--- config.mk ---
export PLATFORM = sky130hd
export DESIGN_NAME = fb_pixel_writer
export DESIGN_NICKNAME = d
export VERILOG_FILES = /design/src/rtl/fb_pixel_writer.sv
export SDC_FILE = /design/constraint.sdc
export NUM_CORES = 1
export LEC_CHECK = 0
export ABC_AREA = 1
export CORE_ASPECT_RATIO = 0.9
export CORE_MARGIN = 1.5
export CORE_UTILIZATION = 45
export CTS_BUF_LIST = sky130_fd_sc_hd__clkbuf_8
export DETAILED_ROUTE_END_ITERATION = 7
export PLACE_DENSITY_LB_ADDON = 0.08
export SLEW_MARGIN = 30
export SYNTH_ARGS = -nofsm -noshare
export SYNTH_HDL_FRONTEND = slang
export SYNTH_SLANG_ARGS = --single-unit
--- constraint.sdc ---
create_clock -name clk -period 12.05 [get_ports clk]
set_input_delay 3.0125 -clock clk [delete_from_list [all_inputs] [get_ports clk]]
set_output_delay 3.0125 -clock clk [all_outputs]
set_load 0.005 [all_outputs]
--- src/rtl/fb_pixel_writer.sv ---
// Packs RGB565 pixel pairs into 32-bit framebuffer writes.
// Buffers tagged words in a show-ahead FIFO feeding a valid/ready port.
module fb_pixel_writer #(
  parameter int H_RES        = 320,
  parameter int V_RES        = 240,
  parameter int FIFO_DEPTH   = 16,
  parameter int AFULL_THRESH = 12,
  parameter int ADDR_W       = 32,
  parameter logic [ADDR_W-1:0] FB_BASE = 32'h1000_0000
) (
  input  logic              clk,
  input  logic              rst_n,
  input  logic              frame_start,
  input  logic [15:0]       pix_rgb565,
  input  logic              pix_valid,
  output logic [ADDR_W-1:0] wr_addr,
  output logic [31:0]       wr_data,
  output logic              wr_valid,
  input  logic              wr_ready,
  output logic              fifo_afull,
  output logic              overflow,
  output logic              frame_done,
  output logic              busy
);

  localparam int NPIX = H_RES * V_RES;
  localparam int PW   = $clog2(NPIX);
  localparam int WW   = PW - 1;
  localparam int AW   = $clog2(FIFO_DEPTH);
  localparam int CW   = $clog2(FIFO_DEPTH + 1);
  localparam logic [PW-1:0] LAST = PW'(NPIX - 1);
  localparam logic [CW-1:0] FULL = CW'(FIFO_DEPTH);
  localparam logic [CW-1:0] AFTH = CW'(AFULL_THRESH);

  typedef enum logic [1:0] {
    IDLE,
    RUN,
    DRAIN
  } state_t;

  state_t state, state_nx;
  logic   done_nx;

  logic [PW-1:0] pix_cnt;
  logic [15:0]   half_q;

  logic [31:0]   mem_data [FIFO_DEPTH];
  logic [WW-1:0] mem_idx  [FIFO_DEPTH];
  logic [AW-1:0] wr_ptr, rd_ptr;
  logic [CW-1:0] mem_cnt;

  logic          accept, last_pix;
  logic          push_req, push_ok;
  logic          hs, load, full;
  logic [CW-1:0] occ, occ_nx;

  // Occupancy includes the word held in the output register.
  assign occ      = mem_cnt + CW'(wr_valid);
  assign full     = (occ == FULL);
  assign accept   = pix_valid && (state == RUN) && !frame_start;
  assign last_pix = accept && (pix_cnt == LAST);
  assign push_req = accept && pix_cnt[0];
  assign push_ok  = push_req && !full;
  assign hs       = wr_valid && wr_ready;
  assign load     = (mem_cnt != '0) && (!wr_valid || hs);
  assign occ_nx   = occ + CW'(push_ok) - CW'(hs);
  assign busy     = (state != IDLE);

  always_comb begin
    state_nx = state;
    done_nx  = 1'b0;
    if (frame_start) begin
      state_nx = RUN;
    end else begin
      unique case (state)
        IDLE: state_nx = IDLE;
        RUN: begin
          if (last_pix) state_nx = DRAIN;
        end
        DRAIN: begin
          if (occ == '0) begin
            state_nx = IDLE;
            done_nx  = 1'b1;
          end
        end
        default: state_nx = IDLE;
      endcase
    end
  end

  always_ff @(posedge clk or negedge rst_n) begin
    if (!rst_n) begin
      state      <= IDLE;
      frame_done <= 1'b0;
    end else begin
      state      <= state_nx;
      frame_done <= done_nx;
    end
  end

  always_ff @(posedge clk) begin
    if (push_ok) begin
      mem_data[wr_ptr] <= {pix_rgb565, half_q};
      mem_idx[wr_ptr]  <= pix_cnt[PW-1:1];
    end
  end

  always_ff @(posedge clk or negedge rst_n) begin
    if (!rst_n) begin
      pix_cnt    <= '0;
      half_q     <= '0;
      wr_ptr     <= '0;
      rd_ptr     <= '0;
      mem_cnt    <= '0;
      wr_valid   <= 1'b0;
      wr_addr    <= '0;
      wr_data    <= '0;
      fifo_afull <= 1'b0;
      overflow   <= 1'b0;
    end else if (frame_start) begin
      pix_cnt    <= '0;
      half_q     <= '0;
      wr_ptr     <= '0;
      rd_ptr     <= '0;
      mem_cnt    <= '0;
      wr_valid   <= 1'b0;
      fifo_afull <= 1'b0;
      overflow   <= 1'b0;
    end else begin
      if (accept) begin
        if (!pix_cnt[0]) half_q <= pix_rgb565;
        pix_cnt <= last_pix ? '0 : pix_cnt + PW'(1);
      end
      if (push_ok) wr_ptr <= wr_ptr + AW'(1);
      if (push_req && full) overflow <= 1'b1;
      if (load) begin
        rd_ptr   <= rd_ptr + AW'(1);
        wr_valid <= 1'b1;
        wr_addr  <= FB_BASE + (ADDR_W'(mem_idx[rd_ptr]) << 2);
        wr_data  <= mem_data[rd_ptr];
      end else if (hs) begin
        wr_valid <= 1'b0;
      end
      mem_cnt    <= mem_cnt + CW'(push_ok) - CW'(load);
      fifo_afull <= (occ_nx >= AFTH);
    end
  end

endmodule

==> results of run 1 <==
-- cell usage in the layout (no fill, tap or decap), drive strengths merged, types with 22 or more instances in the layout --
cell type	Yosys	routed
nand3b	96	96
dfrtp	101	101
inv	84	155
clkbuf	35	164
clkdlybuf4s50	0	70
nor3	26	26
a21oi	201	201
ha	22	22
o21ai	26	26
nor2	46	46
nand2	1040	1040
nand3	384	384
clkinv	0	27
buf	148	48
edfxtp	768	768
-- flip-flops by register name, indices dropped and copies added, names as in the netlist --
name        flops
half_q         16
wr_addr        17
wr_ptr          4
rd_ptr          4
mem_cnt         5
mem_data      512
fifo_afull      1
pix_cnt        17
wr_valid        1
overflow        1
mem_idx       256
state           2
wr_data        32
frame_done      1
-- layout make-up --
class                      count  area [um2]
clock inverter               101         429
timing repair buffer         118        1120
antenna                        2        5.00
sequential                   869       25600
clock buffer                 164        2260
fill                        6882       38100
multi-input combinational   1889        8760
inverter                      84         333
tap                         1039        1300
-- path summary, 6_finish.rpt --
path | end | start | slack, ps | cells after the start
min in group asynchronous | wr_data[3]$_DFFE_PN0P_ | rst_n | 2250 | 1
worst max-delay path | mem_data[15][4]$_DFFE_PP_ | frame_start | 5900 | 9
max in group asynchronous | rd_ptr[1]$_DFFE_PN0P_ | rst_n | 8480 | 2
worst max register to register | mem_data[15][4]$_DFFE_PP_ | wr_valid$_DFFE_PN0P_ | 8250 | 13
worst min register to register | wr_addr[28]$_DFFE_PN0P_ | wr_addr[28]$_DFFE_PN0P_ | 470 | 1
worst min-delay path | wr_addr[28]$_DFFE_PN0P_ | wr_addr[28]$_DFFE_PN0P_ | 470 | 1
-- cells in the mapped netlist, drive strengths merged --
| master | n |
|---|---|
| a21oi | 201 |
| and3 | 1 |
| buf | 148 |
| clkbuf | 35 |
| conb | 1 |
| dfrtp | 101 |
| edfxtp | 768 |
| fa | 2 |
| ha | 22 |
| inv | 84 |
| nand2 | 1040 |
| nand3 | 384 |
| nand3b | 96 |
| nand4 | 12 |
| nor2 | 46 |
| nor3 | 26 |
| o21a | 1 |
| o21ai | 26 |
| o22ai | 2 |
| o31ai | 2 |
| or2 | 1 |
| xnor2 | 6 |
| xor2 | 6 |
-- power breakdown --
part           switching, W  leakage (nW)  total [W]  internal (W)
clock               0.00114          1.63    0.00240       0.00126
combinational       0.00143          5.21    0.00209      0.000665
sequential         0.000111          8.38    0.00350       0.00339
-- worst register-to-register path: cells and delay by family (launching register included) --
kind | cells | cell delay (ps)
and+or+nand+nor | 8 | 1470
buffers and inverters | 2 | 810
adders and majority gates | 2 | 480
DFF | 1 | 430
xor gates and xnor gates | 1 | 190
-- logic make-up (layout without fill, tap and decap cells) --
| logic type | after synthesis | in the layout |
|---|---|---|
| fa+ha+maj | 24 | 24 |
| simple gates | 1606 | 1606 |
| compound gates | 232 | 232 |
| other cells | 1 | 17 |
| xor+xnor | 12 | 12 |
| buf+inv | 267 | 467 |
| flops | 869 | 869 |
-- metrics by stage --
stage	hold WS [ps]	area [um2]	cells	utilization (%)	setup WS [ps]
2_1_floorplan	465	35500	3025	-	4500
3_3_place_gp	456	37000	3996	47.5	5050
3_5_place_dp	454	37000	3996	47.5	4980
4_1_cts	468	39700	4261	51.0	5810
5_1_grt	490	39800	4265	51.1	5710
6_report	465	39800	4266	51.1	5900
-- metal layers --
metal / routed length [um] / global-route usage [%]
met5: 0 / 0
met4: 1970 / 7.32
met3: 5400 / 3.75
met2: 44000 / 36.5
met1: 41800 / 33.3
==> metrics.csv, run 1 <==
stage,metric,value,unit
run_status,status,"complete, no violations",
pwr,Pleak,15.2,nW
drt,Routed WL,93200,um
logic_synthesis,post-synthesis compound-gate area fraction,3.30,%
global_route,grt total ovfl,0,
critical_path,CP cell instances,clkdlybuf4s50_1 > inv_2 > nand2_1 > nor2_1 > nand2_2 > nor2_1 > nand2_1 > nor2_4 > buf_4,
global_route,first-pass GRT wire length,140000,um
logic_synthesis,mux share of post-synthesis cell area,0,%
clock_network,H-Tree Depth,4,
drt,Vias,22869,
logic_synthesis,Yosys reg bits,869,
logic_synthesis,Mapped Avg Cell Area,11.8,um2
logic_synthesis,Synth Area in Simple Gates,19.7,%
logic_synthesis,"Seq/Total Area, Yosys",72.2,%
place,routability cong.,0.771,
cells_and_area,Syn-to-layout area delta,12.2,%
pwr,peak supply drop,0.000116,V
logic_synthesis,post-synthesis instance total,3011,
drt,Initial DRC Count,1799,
timing,relative slew slack,30.9,%
logic_synthesis,"area leader, netlist",edfxtp_1,
timing,Final Hold Vio Count,0,
pwr,post-layout total power,0.00799,W
floorplanning,chip height,269,um
cells_and_area,layout cells sized above 1,8.16,%
critical_path,CP peak stage delay,720,ps
timing,Final Max Slew Viols,0,
global_route,GRT Resource Usage Total,23.2,%
critical_path,Critical Path Source Type,input pin,
logic_synthesis,Synth Warn #,0,
clock_network,Root Driver,clkbuf_8,
clock_network,# clock sinks,869,
logic_synthesis,Yosys cell types,35,
timing,Final setup viols,0,
drt,average routed wire per standard cell,21.8,um
timing,Final Skew,37.2,ps
clock_network,post-CTS resize count,0,
floorplanning,Die Area,0.0805,mm2
logic_synthesis,XOR/XNOR share of the synthesized area,0.318,%
global_route,initial antenna violation count,2,
critical_path,"Max stage delay cell, worst path",buf_4,
critical_path,Worst EP required,12450,ps
clock_network,CTS hold repair buffers,0,
floorplanning,Core Area,0.0779,mm2
critical_path,"CP delay by family, top",buffers and inverters,
clock_network,CTS buffer count,146,
critical_path,Worst Path Arrival,6540,ps
place,IO buf count,74,
logic_synthesis,main combinational cell family by area after synthesis,simple AND/OR/NAND/NOR gates,
place,DP Wirelength,47600,um
timing,post-layout min period,6150,ps
clock_network,clock latency on the worst-skew pair,780,ps
timing,f_max,0.163,GHz
timing,Setup TNS,0,ps
critical_path,crit end category,flip-flop,
global_route,vias in the first global route,22381,
logic_synthesis,Syn Std Cell Area,0.0355,mm2
floorplanning,Initial Utilization,45.5,%
critical_path,Buf/Inv on CP,3,
hold_path,Worst Hold Class,reg -> reg,
logic_synthesis,synth top area cells,"edfxtp_1 (65%), nand2_1 (11%), dfrtp_1 (7.1%)",
drt,drt pass-1 iters,7,
clock_network,clock-pin slew on the worst setup and hold paths,50,ps
floorplanning,# IOs,90,
clock_network,CTS tree,done,
timing,unrepaired setup endpoints after global routing,no,
drt,DR DRC count,0,
logic_synthesis,share of the synthesized area in the top cell type,65.0,%
clock_network,maximum clock path buffer count,3,
global_route,largest net degree at the start of global routing,196,
critical_path,critical path class,in -> reg,
floorplanning,Die X,299,um
clock_network,Post CTS Setup Buffer Count,0,
drt,Antenna Nets Post-Route,0,
critical_path,crit path max fanout,38,
run,number of max-cap violations,0,
timing,final period utilization,51.0,%
timing,worst slew pin tran,1030,ps
cells_and_area,Final nets,3153,
drt,Vias/cell,5.36,
floorplanning,number of cell rows,97,
logic_synthesis,Synth Area in Adders,0.889,%
pwr,Cell Pwr Density,201,mW/mm2
(Power assumes the default switching activity.)
==> inputs of run 2 (changes only) <==
==> constraint.sdc (replaced) <==
create_clock -name clk -period 6.45 [get_ports clk]
set_input_delay 1.6125 -clock clk [delete_from_list [all_inputs] [get_ports clk]]
set_output_delay 1.6125 -clock clk [all_outputs]
set_load 0.005 [all_outputs]
==> run 2 against run 1 <==
  * Sequential share of layout area down 0.17 points
  * Die area unchanged
  * Sequential power up 89%
  * Clock power up 91%
  * Final cell count about the same
  * Utilization up 0.13 points
  * Via count down 0.67%
  * Critical path type unchanged
  * Critical endpoint is now mem_data[15][2]$_DFFE_PP_
  * Largest cell class unchanged
  * Largest power group unchanged
==> metrics.csv, run 2 (synthesis gave the netlist of run 1 again) <==
stage,metric,value,unit,change
hold_path,worst hold stages,1,,unchanged
global_route,largest net degree at the start of global routing,194,,-1.0%
critical_path,reg-to-reg startpoint,rd_ptr[0]$_DFFE_PN0P_,,
drt,average routed wire per standard cell,21.9,um,+0.21%
clock_network,post-CTS resize count,0,,unchanged
clock_network,Root Driver,clkbuf_8,,
timing,Final Skew,25.7,ps,-11.5 ps
drt,Routed WL,93500,um,+0.28%
place,DP Wirelength,46900,um,-1.6%
cells_and_area,Syn-to-layout area delta,12.5,%,
pwr,Pleak,15.1,nW,-0.49%
global_route,vias in the first global route,22674,,+1.3%
clock_network,CTS buffer count,144,,-1.4%
drt,Vias,22716,,-0.67%
critical_path,CP peak stage delay,650,ps,-70 ps
pwr,Clk pwr share,30.7,%,+0.6 points
critical_path,CP cell instances,clkdlybuf4s50_1 > inv_2 > nand2_1 > nor2_1 > nand2_2 > nor2_1 > nand2_1 > nor2_4 > buf_12,,
timing,post-layout min period,3910,ps,
clock_network,CTS hold repair buffers,0,,unchanged
critical_path,Register-to-Register Path Depth,8,,-5
place,Post-DP Area,0.0371,mm2,+0.26%
drt,DR DRC count,0,,unchanged
clock_network,Post CTS Setup Buffer Count,0,,unchanged
cells_and_area,"Most flops, register",mem_data,,
pwr,post-layout total power,0.0149,W,+87%
cells_and_area,Final nets,3152,,-0.032%
timing,final period utilization,60.6,%,
drt,Vias/cell,5.32,,-0.74%
critical_path,"CP delay by family, top",simple AND/OR/NAND/NOR gates,,
pwr,Sw Pwr,0.00500,W,+86%
clock_network,H-Tree Depth,4,,unchanged
critical_path,crit end category,flip-flop,,
cells_and_area,layout cells sized above 1,8.67,%,+0.52 points
critical_path,critical path class,in -> reg,,
cells_and_area,Largest register FFs,512,,unchanged
floorplanning,chip height,269,um,unchanged
clock_network,maximum clock path buffer count,3,,unchanged
pwr,Comb pwr share,25.0,%,-1.2 points
critical_path,Critical path origin,frame_start,,
critical_path,Critical Path Source Type,input pin,,
place,Post-Place Worst Slack,1730,ps,-3250 ps
floorplanning,Die X,299,um,unchanged
cells_and_area,multi-input logic area,0.00874,mm2,-0.21%
timing,Setup TNS,0,ps,unchanged
timing,worst slew pin tran,957,ps,-76.2 ps
timing,Final setup viols,0,,unchanged
floorplanning,# IOs,90,,unchanged
clock_network,# clock sinks,869,,unchanged
floorplanning,number of cell rows,97,,unchanged
cells_and_area,Sequential Area,0.0256,mm2,unchanged
critical_path,"Max stage delay cell, worst path",nor2_4,,
clock_network,clock-pin slew on the worst setup and hold paths,60,ps,about the same
cells_and_area,top flop regs,"mem_data: 512 flops, mem_idx: 256 flops, wr_data: 32 flops",,
drt,drt pass-1 iters,5,,-2
critical_path,FF-to-FF End,wr_data[24]$_DFFE_PN0P_,,
critical_path,crit path max fanout,33,,-13%
run_status,status,"complete, no violations",,
clock_network,clock latency on the worst-skew pair,790,ps,about the same
pwr,Sw Ratio,33.5,%,-0.082 points
cells_and_area,most frequent cells in the layout,"nand2_1 (1036), edfxtp_1 (768), nand3_1 (382), a21oi_1 (201), clkbuf_8 (165)",,
cells_and_area,Fillers,6840,,-0.61%
critical_path,FF-to-FF setup slack,2850,ps,-5400 ps
timing,Final Max Slew Viols,0,,unchanged
hold_path,worst hold path startpoint,wr_addr[28]$_DFFE_PN0P_,,
hold_path,Worst Hold Class,reg -> reg,,
pwr,Cell Pwr Density,374,mW/mm2,+86%
global_route,GRT Resource Usage Total,23.5,%,+0.21 points
clock_network,CTS tree,done,,
drt,Initial DRC Count,1894,,+5.3%
critical_path,Worst EP required,6900,ps,-5550 ps
timing,relative slew slack,36.2,%,+5.3 points
timing,f_max,0.256,GHz,
pwr,P_int,0.00994,W,+87%
global_route,initial antenna violation count,1,,-1
drt,Antenna Nets Post-Route,0,,unchanged
floorplanning,Initial Utilization,45.5,%,unchanged
timing,slack of the critical path,2540,ps,-3360 ps
hold_path,worst hold endpoint,wr_addr[28]$_DFFE_PN0P_,,
cells_and_area,final instance area,0.0399,mm2,+0.26%
pwr,Sequential Power Share,44.3,%,+0.5 points
global_route,grt total ovfl,0,,unchanged
run,number of max-cap violations,0,,unchanged
place,routability cong.,0.779,,+1.0%
floorplanning,Die Area,0.0805,mm2,unchanged
critical_path,Worst Path Arrival,4360,ps,-2180 ps
place,IO buf count,74,,unchanged
global_route,first-pass GRT wire length,142000,um,+1.2%
timing,unrepaired setup endpoints after global routing,no,,
critical_path,Buf/Inv on CP,3,,unchanged
pwr,peak supply drop,0.000261,V,+120%
timing,Final Hold Vio Count,0,,unchanged
cells_and_area,"commonest non-fill, non-tap cell in the layout",nand2_1,,
floorplanning,Core Area,0.0779,mm2,unchanged
[run 2: cell types whose count changed in the layout (fill, tap and decap cells not counted), sizes merged, moves of 2 or more]
cell,previous run,this run
clkdlybuf4s50,70,73
clkinvlp,2,6
clkinv,27,44
inv,155,136
buf,48,46
[run 2: cell type report]
type / instances / area share (%)
clock inverter: 103 / 1.21
inverter: 84 / 0.834
multi-input combinational: 1889 / 21.9
timing repair buffer: 119 / 2.96
antenna: 1 / 0.00627
clock buffer: 165 / 5.69
sequential: 869 / 64.1
tap: 1039 / 3.26
[run 2: power groups by stage]
stage | combinational [W] | clock (W) | sequential, W
finish | 0.00374 | 0.00459 | 0.00661
global route | 0.00421 | 0.00494 | 0.00664
CTS | 0.00378 | 0.00470 | 0.00661
detailed placement | 0.00376 | 0 | 0.00673
global placement | 0.00373 | 0 | 0.00672
floorplan | 0.00259 | 0 | 0.00657
[run 2: metrics by stage]
stage | hold WS (ps) | util, % | instances
after floorplan | 465 | - | 3025
after global placement | 463 | 47.6 | 3998
after detailed placement | 464 | 47.6 | 3999
after CTS | 479 | 51.2 | 4267
after global routing | 498 | 51.2 | 4269
final | 471 | 51.2 | 4269
[run 2: metal layers]
layer	vias up	part of all wire (%)	global-route usage [%]
met1	11199	45	33.6
met5	-	0	0
met4	0	2.1	7.00
met2	710	47	37.0
met3	145	5.8	3.67
li1	10662	-	-
[run 2: worst max-delay path by stage]
stage                                            end  slack (ps)  cells past startpoint
after floorplan             mem_data[0][0]$_DFFE_PP_         300                      7
after global placement    mem_data[15][29]$_DFFE_PP_        1810                      9
after detailed placement  mem_data[11][12]$_DFFE_PP_        1730                      9
after CTS                  mem_data[11][7]$_DFFE_PP_        2580                      9
after global routing       mem_data[11][7]$_DFFE_PP_        2390                      9
final                      mem_data[15][2]$_DFFE_PP_        2540                      9
